[config.mk]
export PLATFORM = sky130hd
export DESIGN_NAME = rot_search
export DESIGN_NICKNAME = d
export VERILOG_FILES = /design/src/rtl/rot_search.sv
export SDC_FILE = /design/constraint.sdc
export NUM_CORES = 1
export LEC_CHECK = 0
export ABC_AREA = 1
export BUFFER_PORTS_ARGS = -buffer_cell sky130_fd_sc_hd__buf_2
export CORE_ASPECT_RATIO = 1.2
export CORE_MARGIN = 2
export CORE_UTILIZATION = 50
export CTS_BUF_LIST = sky130_fd_sc_hd__clkbuf_8
export DETAILED_ROUTE_END_ITERATION = 8
export PLACE_DENSITY = 0.83
export SYNTH_ARGS = -nofsm -noshare
export SYNTH_HDL_FRONTEND = slang
export SYNTH_SLANG_ARGS = --single-unit
[constraint.sdc]
create_clock -name clk -period 2.48 [get_ports clk]
set_input_delay 0.248 -clock clk [delete_from_list [all_inputs] [get_ports clk]]
set_output_delay 0.248 -clock clk [all_outputs]
set_load 0.02 [all_outputs]
[src/rtl/rot_search.sv]
// rot_search: inverse barrel rotation, finds smallest k with rot(in,k)==target.
// Optional abort input enabled by defining ROT_SEARCH_ABORT_EN.
package rot_search_pkg;
    function automatic int log2c(input int v);
        int r;
        r = 0;
        for (int i = 0; i < 31; i++)
            if ((1 << i) < v) r = i + 1;
        return r;
    endfunction
endpackage

module rot_search
    import rot_search_pkg::*;
#(
    parameter int N = 8,
    parameter int DIR = 0,
    localparam int W = log2c(N)
) (
    input  logic         clk,
    input  logic         reset_n,
    input  logic         start,
    input  logic [N-1:0] in,
    input  logic [N-1:0] target,
`ifdef ROT_SEARCH_ABORT_EN
    input  logic         abort,
`endif
    output logic         busy,
    output logic         done,
    output logic         found,
    output logic [W-1:0] rot
);

    typedef enum logic [1:0] {
        IDLE,
        SEARCH,
        DONE
    } state_t;

    localparam logic [W-1:0] K_MAX = W'(N - 1);

    state_t       state;
    logic [N-1:0] sh;
    logic [N-1:0] tg;
    logic [W-1:0] k;

    function automatic logic [N-1:0] rot1(input logic [N-1:0] v);
        if (DIR == 0) return {v[N-2:0], v[N-1]};
        else          return {v[0], v[N-1:1]};
    endfunction

    // Search FSM: one candidate rotation compared per clock, outputs registered
    always_ff @(posedge clk) begin
        if (!reset_n) begin
            state <= IDLE;
            busy  <= 1'b0;
            done  <= 1'b0;
            found <= 1'b0;
            rot   <= '0;
            k     <= '0;
            sh    <= '0;
            tg    <= '0;
        end else begin
            unique case (state)
                IDLE: begin
                    done <= 1'b0;
                    if (start) begin
                        sh    <= in;
                        tg    <= target;
                        k     <= '0;
                        found <= 1'b0;
                        rot   <= '0;
                        busy  <= 1'b1;
                        state <= SEARCH;
                    end
                end
                SEARCH: begin
`ifdef ROT_SEARCH_ABORT_EN
                    if (abort) begin
                        found <= 1'b0;
                        rot   <= '0;
                        done  <= 1'b1;
                        busy  <= 1'b0;
                        state <= DONE;
                    end else
`endif
                    if (sh == tg) begin
                        found <= 1'b1;
                        rot   <= k;
                        done  <= 1'b1;
                        busy  <= 1'b0;
                        state <= DONE;
                    end else if (k == K_MAX) begin
                        found <= 1'b0;
                        rot   <= '0;
                        done  <= 1'b1;
                        busy  <= 1'b0;
                        state <= DONE;
                    end else begin
                        sh <= rot1(sh);
                        k  <= k + 1'b1;
                    end
                end
                DONE: begin
                    done  <= 1'b0;
                    state <= IDLE;
                end
                default: begin
                    busy  <= 1'b0;
                    done  <= 1'b0;
                    state <= IDLE;
                end
            endcase
        end
    end

endmodule
# [Word-level counts from Yosys, hierarchy flattened]
# Cells that the tools add are included.
[op_classes] n_addsub=1 n_eq_ne=8 muxes=24 n_bitwise=1 reduce_logical=9
[op_table] operator="two-way mux 8 bit" count=3
[op_table] operator="case mux 8 bit (2 select lines)" count=1
[op_table] operator="two-way mux 3 bit" count=5
[op_table] operator="case mux 3 bit (2 select lines)" count=2
[op_table] operator="equality test 8 bit" count=1
[op_table] operator="two-way mux 1 bit" count=7
[op_table] operator="two-way mux 2 bit" count=3
[op_table] operator="!= test 2 bit (second input constant)" count=3
[op_table] operator="AND reduction 2 bit" count=3
[op_table] operator="AND reduction 3 bit" count=2
[op_table] operator="case mux 2 bit (2 select lines)" count=1
[op_table] operator="AND reduction 4 bit" count=1
[op_table] operator="nonzero test 2 bit" count=2
[op_table] operator="adder 3 x 1 -> 3 bit (second input constant)" count=1
[op_table] operator="equality test 3 bit (second input constant)" count=1
[op_table] operator="!= test 3 bit (second input constant)" count=1
[op_table] operator="case mux 1 bit (3 select lines)" count=1
[op_table] operator="equality test 2 x 1 -> 1 bit (second input constant)" count=1
[op_table] operator="equality test 2 bit (second input constant)" count=1
[op_table] operator="logical NOT 2 bit" count=1
[op_table] operator="case mux 1 bit (2 select lines)" count=1
[op_table] operator="inverter 1 bit" count=1
[totals] ff_bits=27 input_bits=19 out_inout_bits=6 word_cells=51

# [Logic depth before layout (Yosys ltp)]
# Gate-level depths: netlist (run 1).
[depth] ltp_word=4 mapped_depth=12 mapped_depth_nobuf=12

# [Least setup slack after synthesis (run 1)]
# No wires, ideal clock.
[synth_path] kind="reg-to-reg" start="register sh[5]" end="register sh[1]" setup_ns=0.112 arrival_ns=1.162 required_ns=2.368 slack_ns=1.206 path_stages_with_launch=11 path_buffers=0 synth_period_minus_slack_ns=1.274 cell_sequence="dfxtp_1 -> xnor2_1 -> nand2_1 -> nor2_4 -> nand2_4 -> nand3_4 -> nand2_8 -> nand2_4 -> inv_4 -> nand2_1 -> nand2_1"
[synth_between] elab_chain_cells=3
[synth_rtl] item="start, declared" line="43" rtl="logic [N-1:0] sh;"
[synth_rtl] item="start signal, assigned" line="68" rtl="sh <= in;"
[synth_rtl] item="start signal, assigned" line="100" rtl="sh <= rot1(sh);"
[synth_rtl] item="equality test 8 bit" line="87" rtl="if (sh == tg) begin"
[synth_rtl] item="!= test 2 bit (no line)"
[synth_rtl] item="AND reduction 4 bit (no line)"
# No other way between the ends.
# A chain may end at the register's enable or synchronous reset.

# [Final worst setup path (run 1)]
[layout_path] start="register state[1]" end="register sh[6]"
[layout_between] elab_chain_cells=3 word_cells_on_any_way=8 classes_between="4 x eq/ne; 1 x mux; 3 x reduce/logical"
[layout_rtl] item="start, declared" line="42" rtl="state_t state;"
[layout_rtl] item="start signal, assigned" line="55" rtl="state <= IDLE;"
[layout_rtl] item="start signal, assigned" line="74" rtl="state <= SEARCH;"
[layout_rtl] item="start signal, assigned" line="92" rtl="state <= DONE;"
[layout_rtl] item="equality test 2 x 1 -> 1 bit or logical NOT 2 bit (tied branches)" line="64" rtl="unique case (state)"
[layout_rtl] item="!= test 2 bit (no line) or nonzero test 2 bit (tied branches)"
[layout_rtl] item="AND reduction 4 bit (no line)"
# Parallel ways exist; a longest one is shown, timed or not.

==> results of run 1 <==
## power breakdown
group / switching [mW] / total [mW] / internal [mW] / leakage (nW)
logic: 0.142 / 0.222 / 0.0794 / 0.483
clock network: 0.131 / 0.242 / 0.111 / 0.0269
registers: 0.0251 / 0.493 / 0.468 / 0.221
## state kept, by name, summed over array words and instances, names as in the netlist
register	flops
done	1
state	2
tg	8
rot	3
busy	1
sh	8
k	3
found	1
## how the worst max path moves through the flow
| stage | from | end | cells after the start | slack, ns |
|---|---|---|---|---|
| after floorplan | sh[5] | sh[1] | 10 | 1.21 |
| after global placement | state[1] | sh[1] | 9 | 1.07 |
| after detailed placement | state[1] | sh[6] | 9 | 1.04 |
| after CTS | state[1] | sh[6] | 9 | 1.01 |
| after global routing | state[1] | sh[3] | 9 | 0.85 |
| final | state[1] | sh[6] | 9 | 1.02 |
## metal layers
layer	vias to the layer above	global-route usage, %
met4	0	7.14
met1	473	22.0
met3	2	3.28
met2	24	33.5
met5	-	0
li1	589	-
## worst reg2reg max path: stages (launching register included)
cell                      delay [ns]
sky130_fd_sc_hd__dfxtp_1        0.38
sky130_fd_sc_hd__nor2_1         0.15
sky130_fd_sc_hd__inv_1          0.06
sky130_fd_sc_hd__nor2_2         0.19
sky130_fd_sc_hd__inv_2          0.18
sky130_fd_sc_hd__nand2_8        0.15
sky130_fd_sc_hd__nand2_4        0.07
sky130_fd_sc_hd__inv_4          0.10
sky130_fd_sc_hd__nand2_1        0.06
sky130_fd_sc_hd__nand2_1        0.06
## stage by stage
step | utilization, % | setup WS, ns | cell area, sq um | total power, mW
2_1_floorplan | - | 1.21 | 1280 | 0.677
3_5_place_dp | 57.5 | 1.04 | 1420 | 0.726
3_3_place_gp | 57.5 | 1.07 | 1420 | 0.722
5_1_grt | 59.3 | 0.852 | 1470 | 1.02
6_report | 59.3 | 1.02 | 1470 | 0.957
4_1_cts | 59.3 | 1.01 | 1470 | 0.967
## synthesized netlist by cell type (all sizes together)
cell    count  area share, %
nand2      69             23
o211ai      1           0.59
o22ai       1           0.49
buf         1           0.39
o21ai      13            5.4
dfxtp      27             42
ha          2            2.0
a21oi      10            3.9
nand3       5            2.9
xnor2       5            3.4
clkbuf      3           0.88
nor2       17            8.2
nand4       3            1.5
inv        17            5.2
## cells by family after synthesis
kind of cell	after synthesis
compound gates	25
xor+xnor	5
fa+ha+maj	2
buf+inv	21
flops	27
simple gates	94
## area by class of cell
cell class | count | share of cell area (%)
Sequential cell | 27 | 36.8
Timing Repair Buffer | 24 | 8.18
Clock buffer | 3 | 2.81
Clock inverter | 1 | 0.256
Tap cell | 33 | 2.81
Multi-Input combinational cell | 126 | 44.6
Inverter | 17 | 4.51
==> impl_summary.md, run 1 <==
Clocking
The maximum level of the CTS H-tree is 1. TritonCTS built the clock tree. The number of hold-repair buffers added at the cts stage is 0. The number of setup buffers added after CTS is 0. CTS placed an instance of sky130_fd_sc_hd__clkbuf_8 at the clock tree root. The number of gates given a new drive strength after cts is 0. Clock tree synthesis inserted a total of 3 buffers. The buffer levels on the longest clock path is 2.

Counting every sink on the clock net gives 27. The register clock-pin slew on the reported worst setup and hold paths is 0.09 ns. For the worst-skew pair, the clock arrives at the later sink with an insertion delay of 0.27 ns.

GRT
The largest net degree at the start of global routing is 16. The wire length of the first global-routing pass is 4.27 mm. The number of antenna violations at the first check in global routing is 0.

The total overflow left after global routing is 0. Global routing used 18.7% of the available tracks. The via count of the first global-routing pass came to 1042.

Drt
Summed over all nets, wire length on met2 after detailed routing comes to 1.15 mm. The first-pass iteration count of the detailed router is 4. The routed layout has 1088 vias.

The highest layer touched by signal routing is met4. After detailed routing, the number of remaining DRC violations is 0. The final wirelength is 2.38 mm. Detailed routing placed a total of 102 microns of wire on met3.

The post-detailed-route count of antenna-violating nets is 0. The met1 wire length is 1.10 mm. The number of design-rule violations left by the first detailed-router iteration is 15. After detailed routing, the number of vias per cell comes to 4.71.

The per-cell routed wire length is 10.3 microns.

Worst setup path
The worst register-to-register path ends at sh[6]. By instance count, the cell type seen most on the critical path is sky130_fd_sc_hd__nand2_1. STA classifies the critical path startpoint as a flip-flop.

The kind of end point of the critical path is a flip-flop. The critical path is of the reg -> reg type. Counting cells, the worst reg-to-reg path comes to 9. The data arrival time of the critical path is 1.68 ns. The signal on the critical path passes through nor2_1 > inv_1 > nor2_2 > inv_2 > nand2_8 > nand2_4 > inv_4 > nand2_1 > nand2_1. The critical path buffer and inverter count is 3. The setup check on the worst reg-to-reg path leaves a slack of 1.02 ns. The slowest stage of the critical path belongs to the cell sky130_fd_sc_hd__dfxtp_1. In this design, the stage delay of the slowest critical-path cell is 0.38 ns. The highest fanout seen on the critical path is 14. The endpoint required time on the critical path is 2.70 ns. The start of the worst register-to-register path is state[1]. The kind of cell with the highest combined delay along the critical path is simple AND/OR/NAND/NOR gates.

Timing
The total setup violations reported at the end of the flow is 0. The hold violation count in the final report came to 0. Setup repair after global routing left no endpoint under its margin. Adding up every negative setup slack in the final design gives 0 ns. For this run, the top clock speed supported by timing is 686 MHz. The tightest hold path in the finished design has a slack of 0.192 ns. The period utilization is 58.7%.

The count of final max-slew check failures came to 0. The slew at the pin with the worst max-slew slack is 0.365 ns. The worst pin sits at a relative slew slack of 75.6%.

The clock period minus worst slack is 1.46 ns. Across the routed clock network, the largest skew measured is 0.00262 ns.

Yosys
Measured against the total synthesized area, the mux share comes to 0%. Counting every instance in the synthesized netlist gives 174. The synthesized design contains 27 register bits. The net count of the mapped netlist is 195. In this run the mean area of a mapped cell was 7.35 sq um. The post-synthesis xor/xnor area fraction is 3.42%.

For this run, the register share of the synthesized area comes to 42.3%. The netlist area before placement is 0.00128 sq mm. Summing the areas of all and, or, nand and nor instances in the mapped netlist gives 35.5% of the synthesized area.

The count of different cell masters after synthesis is 24. For this run, the number of Yosys warnings is 0. The synthesized netlist devotes 1.96% of its cell area to adder and majority cells. The dominant combinational cell family by area after synthesis is simple AND/OR/NAND/NOR gates.

The synthesized netlist devotes 10.4% of its cell area to compound gates.

Place
The count of buffers added on input and output ports is 24. The detailed placer's ending HPWL is 1.81 mm. Including well taps, the total number of placed cells is 227.

Routability-driven placement finished with a final weighted congestion of 0.834.

Outcome
The flow ran to the end, and the final reports show no timing, DRC or antenna violations.

Job
Across the run, the number of max-cap violations was 0.

Cells and area
From synthesis to final layout, the design area changed by 14.9%. The most common library cell in the layout ignoring fill and taps is sky130_fd_sc_hd__nand2_1. The share of post-route cells with drive strength above 1 is 20.7%. The count of non-filler cells in the finished layout is 231. The number of antenna cells inserted is 0. The layout has 232 filler cells. The final net count is 220. The library cells used most frequently in the layout, excluding fill and tap cells, are sky130_fd_sc_hd__nand2_1, sky130_fd_sc_hd__dfxtp_1, sky130_fd_sc_hd__buf_2. Summing all multi-input logic gate instances after layout gives 656 sq um. Registers take 541 sq um.

Min path
The startpoint of the tightest hold check path is target[2]. The type of the most critical hold path is in -> reg. The worst hold path passes through 3 cells. For hold timing, the worst endpoint is tg[2].

Floorplanning
The height of the die is 59.4 microns. The die width is 50.2 microns. The number of standard-cell rows in the floorplan is 20. The starting density of the core is 51.6%.

The total die area is 0.00298 sq mm. In this run the standard cell core region covers 0.00248 sq mm. 25 I/O pins were placed.

Power and ir drop
The static power due to leakage is 0.731 nW. The total power density per cell area is 651 mW/mm^2. IR analysis of the VDD net gives a maximum drop of 401 uV.
Power figures use the tool's default switching activity.
==> run 2: changes to the inputs <==
Settings changed: ABC_AREA 1 to 0, PLACE_DENSITY 0.83 to 0.87.
Clock period 2.48 ns to 1.3 ns, I/O delays scaled along.
==> run 2 against run 1 <==
  * Via count increased by 9.5%
  * Clock power increased by 100%
  * Non-clock buffer count increased by 24
  * Critical path depth decreased by 4
  * Hold slack got worse by 0.12 ns
  * Clock skew increased by 0.0019 ns
  * Critical path type unchanged
  * Setup slack got worse by 1.2 ns
  * Final cell count decreased by 6.1%
  * The run now ends with negative setup slack left
  * Routed wire length increased by 32%
  * Largest cell class unchanged
==> impl_summary.md, run 2 <==
Cells and area
The post-route netlist has 46.8% of its cells at a drive strength greater than 1. The area of all placed cells without fillers is 0.00176 sq mm. The number of fill cells is 184. Leaving out fill and tap cells, the most frequent cells in the layout are sky130_fd_sc_hd__buf_2, sky130_fd_sc_hd__nand2_1, sky130_fd_sc_hd__buf_4.

The synthesis-to-finish area growth is 42.2%. In the final layout, the registers with the most flip-flops are sh (8), tg (8). The number of antenna diodes in the final layout is 0. The final net count is 208.

The most common library cell in the layout ignoring fill and taps is sky130_fd_sc_hd__buf_2.

Worst setup path
The class of the most critical setup path is reg -> reg. Of all nets on the critical path, the largest fanout is 6. The family of cells with the greatest summed delay on the critical path is simple AND/OR/NAND/NOR gates. STA classifies the critical path endpoint as a flip-flop. Data on the critical path arrives at its endpoint at 1.70 ns. Walking the worst path, the cells encountered are xnor2_2 > nand4_1 > or2_4 > nor2b_4 > a32o_1. The endpoint required time on the critical path is 1.48 ns.

On the worst path, the slowest cell contributes a delay of 0.36 ns. The critical path buffer and inverter count is 0. The cell type of the slowest stage on the worst timing path is sky130_fd_sc_hd__dfxtp_4. The worst setup path is launched from a flip-flop.

Power and ir drop
The internal power is 1.47 mW. In this run switching power makes up 32.0% of total power. The part of the power in combinational logic is 32.5%. The total power density per cell area is 1230 mW/mm^2. The maximum ir drop on the vdd rail is 859 uV. For this design the static power due to leakage is 0.746 nW.

The switching component of the power is 0.691 mW. Sequential cells burn 45.1% of the power. In this run, the clock network consumes 22.4% of the power.

Yosys
After synthesis, the most frequently instantiated cells are sky130_fd_sc_hd__dfxtp_1, sky130_fd_sc_hd__nand2_1, sky130_fd_sc_hd__a21oi_1, sky130_fd_sc_hd__nor2_1. The number of nets in the synthesized netlist is 162. The most repeated cell in the gate-level netlist after synthesis is sky130_fd_sc_hd__dfxtp_1. For this run, the leading register cell type out of synthesis is sky130_fd_sc_hd__dfxtp_1. The share of synthesized area occupied by flip-flops and latches is 43.6%.

Yosys mapped the design onto 31 distinct sky130hd cell types. The synthesized netlist occupies a cell area of 0.00124 sq mm. Synthesis handed over a netlist of 141 instances. The total of flip-flops plus latches after synthesis is 27. The largest total area in the synthesized netlist belongs to sky130_fd_sc_hd__dfxtp_1. The async set-reset flop share out of synthesis is 0%. Yosys attributes the largest share of cell area to sky130_fd_sc_hd__dfxtp_1, sky130_fd_sc_hd__nand2_1, sky130_fd_sc_hd__a21oi_1, sky130_fd_sc_hd__mux2i_1, sky130_fd_sc_hd__a221oi_1. For this run, the number of Yosys warnings is 0. Dividing the synthesized area by the synthesized cell count gives 8.79 sq um. The area share of the largest cell type after synthesis is 43.6%. Counting flops with a built-in enable in the synthesized netlist gives 0.

GRT
The via count of the first global-routing pass is 1142. The overall overflow remaining after global route is 0. The wire length of the first global-routing pass is 5.04 mm. The number of antenna violations at the first check in global routing is 0. The global routing usage summed across all routing layers is 23.3%. The largest net degree at the start of global routing is 19.

Clocking
The register clock-pin slew on the reported worst setup and hold paths is 0.09 ns. Counting every sink on the clock net gives 27. The maximum level of the CTS H-tree is 1. At the later pin of the worst-skew pair, clock insertion delay measures 0.28 ns. The tree is rooted in a sky130_fd_sc_hd__clkbuf_8.

TritonCTS created 3 clock buffers. No sink is reached through more buffers than the 2 on the longest clock path. TritonCTS built the clock tree. The number of hold-repair buffers added at the cts stage is 0.

Place
After detailed placement, the total cell area comes to 0.00156 sq mm. The routability-driven placement congestion ratio is 0.853. Detailed placement finished with a half-perimeter wire length of 2.18 mm.

Buffers placed on the I/O ports in this run total 24.

Timing
Dividing the final minimum period by the clock period gives 117%. Setup repair after global routing could not meet its margin everywhere. The worst slew margin relative to its limit is 76.7%.

The worst setup skew after layout is 0.00456 ns. For the pin with the worst max-slew slack, the measured transition is 0.349 ns. After layout, the worst setup slack is -0.223 ns.

The total setup violations reported at the end of the flow is 19. Timing would allow up to 657 MHz. For the final routed database, the setup TNS stands at -3.29 ns. For the finished layout, the period the worst path requires is 1.52 ns. The count of final max-slew check failures came to 0. The hold violation count in the final report is 0.

Drt
The per-cell routed wire length is 14.5 microns. The post-detailed-route count of antenna-violating nets is 0. The final wirelength is 3.15 mm. The number of design-rule violations left by the first detailed-router iteration is 14.

The number of DRC violations after detailed routing is 0. The mean number of vias per cell is 5.49. The first-pass iteration count of the detailed router is 4. The routed layout has 1191 vias.

Floorplanning
Once the floorplan was initialized, standard cells occupied 53.2% of the core. The die covers 0.00290 sq mm. The count of boundary I/O pins is 25. Row generation in the floorplan step produced 19 rows. The die width is 49.5 microns. The core area is 0.00233 sq mm. Measured along the y axis, the die boundary spans 58.6 microns.

Job
The number of maximum-capacitance constraint violations is 0.

Outcome
The flow ran to the end, but the final reports show violations. The checks that failed: negative setup slack.

Min path
The type of the most critical hold path is in -> reg.
==> run 2: cell count changes in the layout (fill, tap and decap cells not counted), moves of 6 or more <==
cell                       before  now
sky130_fd_sc_hd__a221oi_2       0    6
sky130_fd_sc_hd__buf_4          0   20
sky130_fd_sc_hd__dfxtp_1       27   19
sky130_fd_sc_hd__dfxtp_2        0    7
sky130_fd_sc_hd__inv_1         15    3
sky130_fd_sc_hd__mux2i_1        0    8
sky130_fd_sc_hd__nand2_1       65   23
sky130_fd_sc_hd__o21ai_0       12    2
==> run 2: area by class of cell <==
cell class	instances	area [sq um]	share of cell area (%)
Multi-Input combinational cell	104	781	44.3
Sequential cell	27	553	31.4
Timing Repair Buffer	48	333	18.9
Clock buffer	3	41.3	2.34
Tap cell	31	38.8	2.20
Inverter	3	11.3	0.639
Clock inverter	1	5.00	0.284
==> run 2: timing repair <==
item	4_1_cts	5_1_grt
hold endpoints to repair	0	0
gates resized for setup	20	12
endpoints found under the setup margin	18	21
setup buffers	2	2
pin swaps	9	18
==> run 2: power groups by stage <==
stage	logic, mW	clock network, mW	registers, mW
2_1_floorplan	0.335	0	0.985
3_3_place_gp	0.555	0	0.975
3_5_place_dp	0.575	0	0.983
4_1_cts	0.662	0.488	0.973
5_1_grt	0.759	0.533	0.983
6_report	0.702	0.484	0.974
==> run 2: worst reg2reg max path: cells and delay by family, from the launching register on <==
family / cells / cell delay, ns
AND/OR/NAND/NOR: 3 / 0.68
flip-flops: 1 / 0.36
XOR/XNOR: 1 / 0.16
AO/OA/AOI/OAI: 1 / 0.22
==> run 2: path summary, 6_finish.rpt <==
check | slack [ns] | endpoint | depth (start not counted) | startpoint
setup / recovery | -0.22 | busy | 5 | sh[7]
hold / removal | 0.07 | tg[7] | 3 | target[7]
setup reg to reg | -0.22 | busy | 5 | sh[7]
hold reg to reg | 0.48 | done | 2 | done
==> run 2: metrics by stage <==
stage / std cells / utilization [%] / hold slack (ns) / total power [mW] / setup slack (ns)
CTS: 216 / 73.3 / 0.0706 / 2.12 / -0.210
floorplan: 141 / - / 0.252 / 1.32 / -0.180
global route: 217 / 75.7 / 0.0776 / 2.28 / -0.308
global placement: 211 / 67.1 / 0.369 / 1.53 / -0.166
detailed placement: 211 / 67.1 / 0.379 / 1.56 / -0.228
finish: 217 / 75.7 / 0.0736 / 2.16 / -0.223
==> run 2: cells by family (layout without fill, tap and decap cells) <==
kind of cell / after synthesis / count (layout) / share of synthesized area, %
adders and majority gates: 2 / 2 / 2.02
xor gates and xnor gates: 8 / 8 / 5.65
muxes: 8 / 8 / 6.46
AOI/OAI and AO/OA: 33 / 33 / 17.2
buffers and inverters: 10 / 55 / 4.04
and+or+nand+nor: 53 / 53 / 21.1
DFF: 27 / 27 / 43.6
==> run 2: metal layers <==
layer / vias to the layer above / GRT usage, % / share of wire [%]
met5: - / 0 / 0
met4: 0 / 10.3 / 2.5
met3: 9 / 4.31 / 3.2
met2: 28 / 44.8 / 55
met1: 563 / 24.8 / 39
li1: 591 / - / -
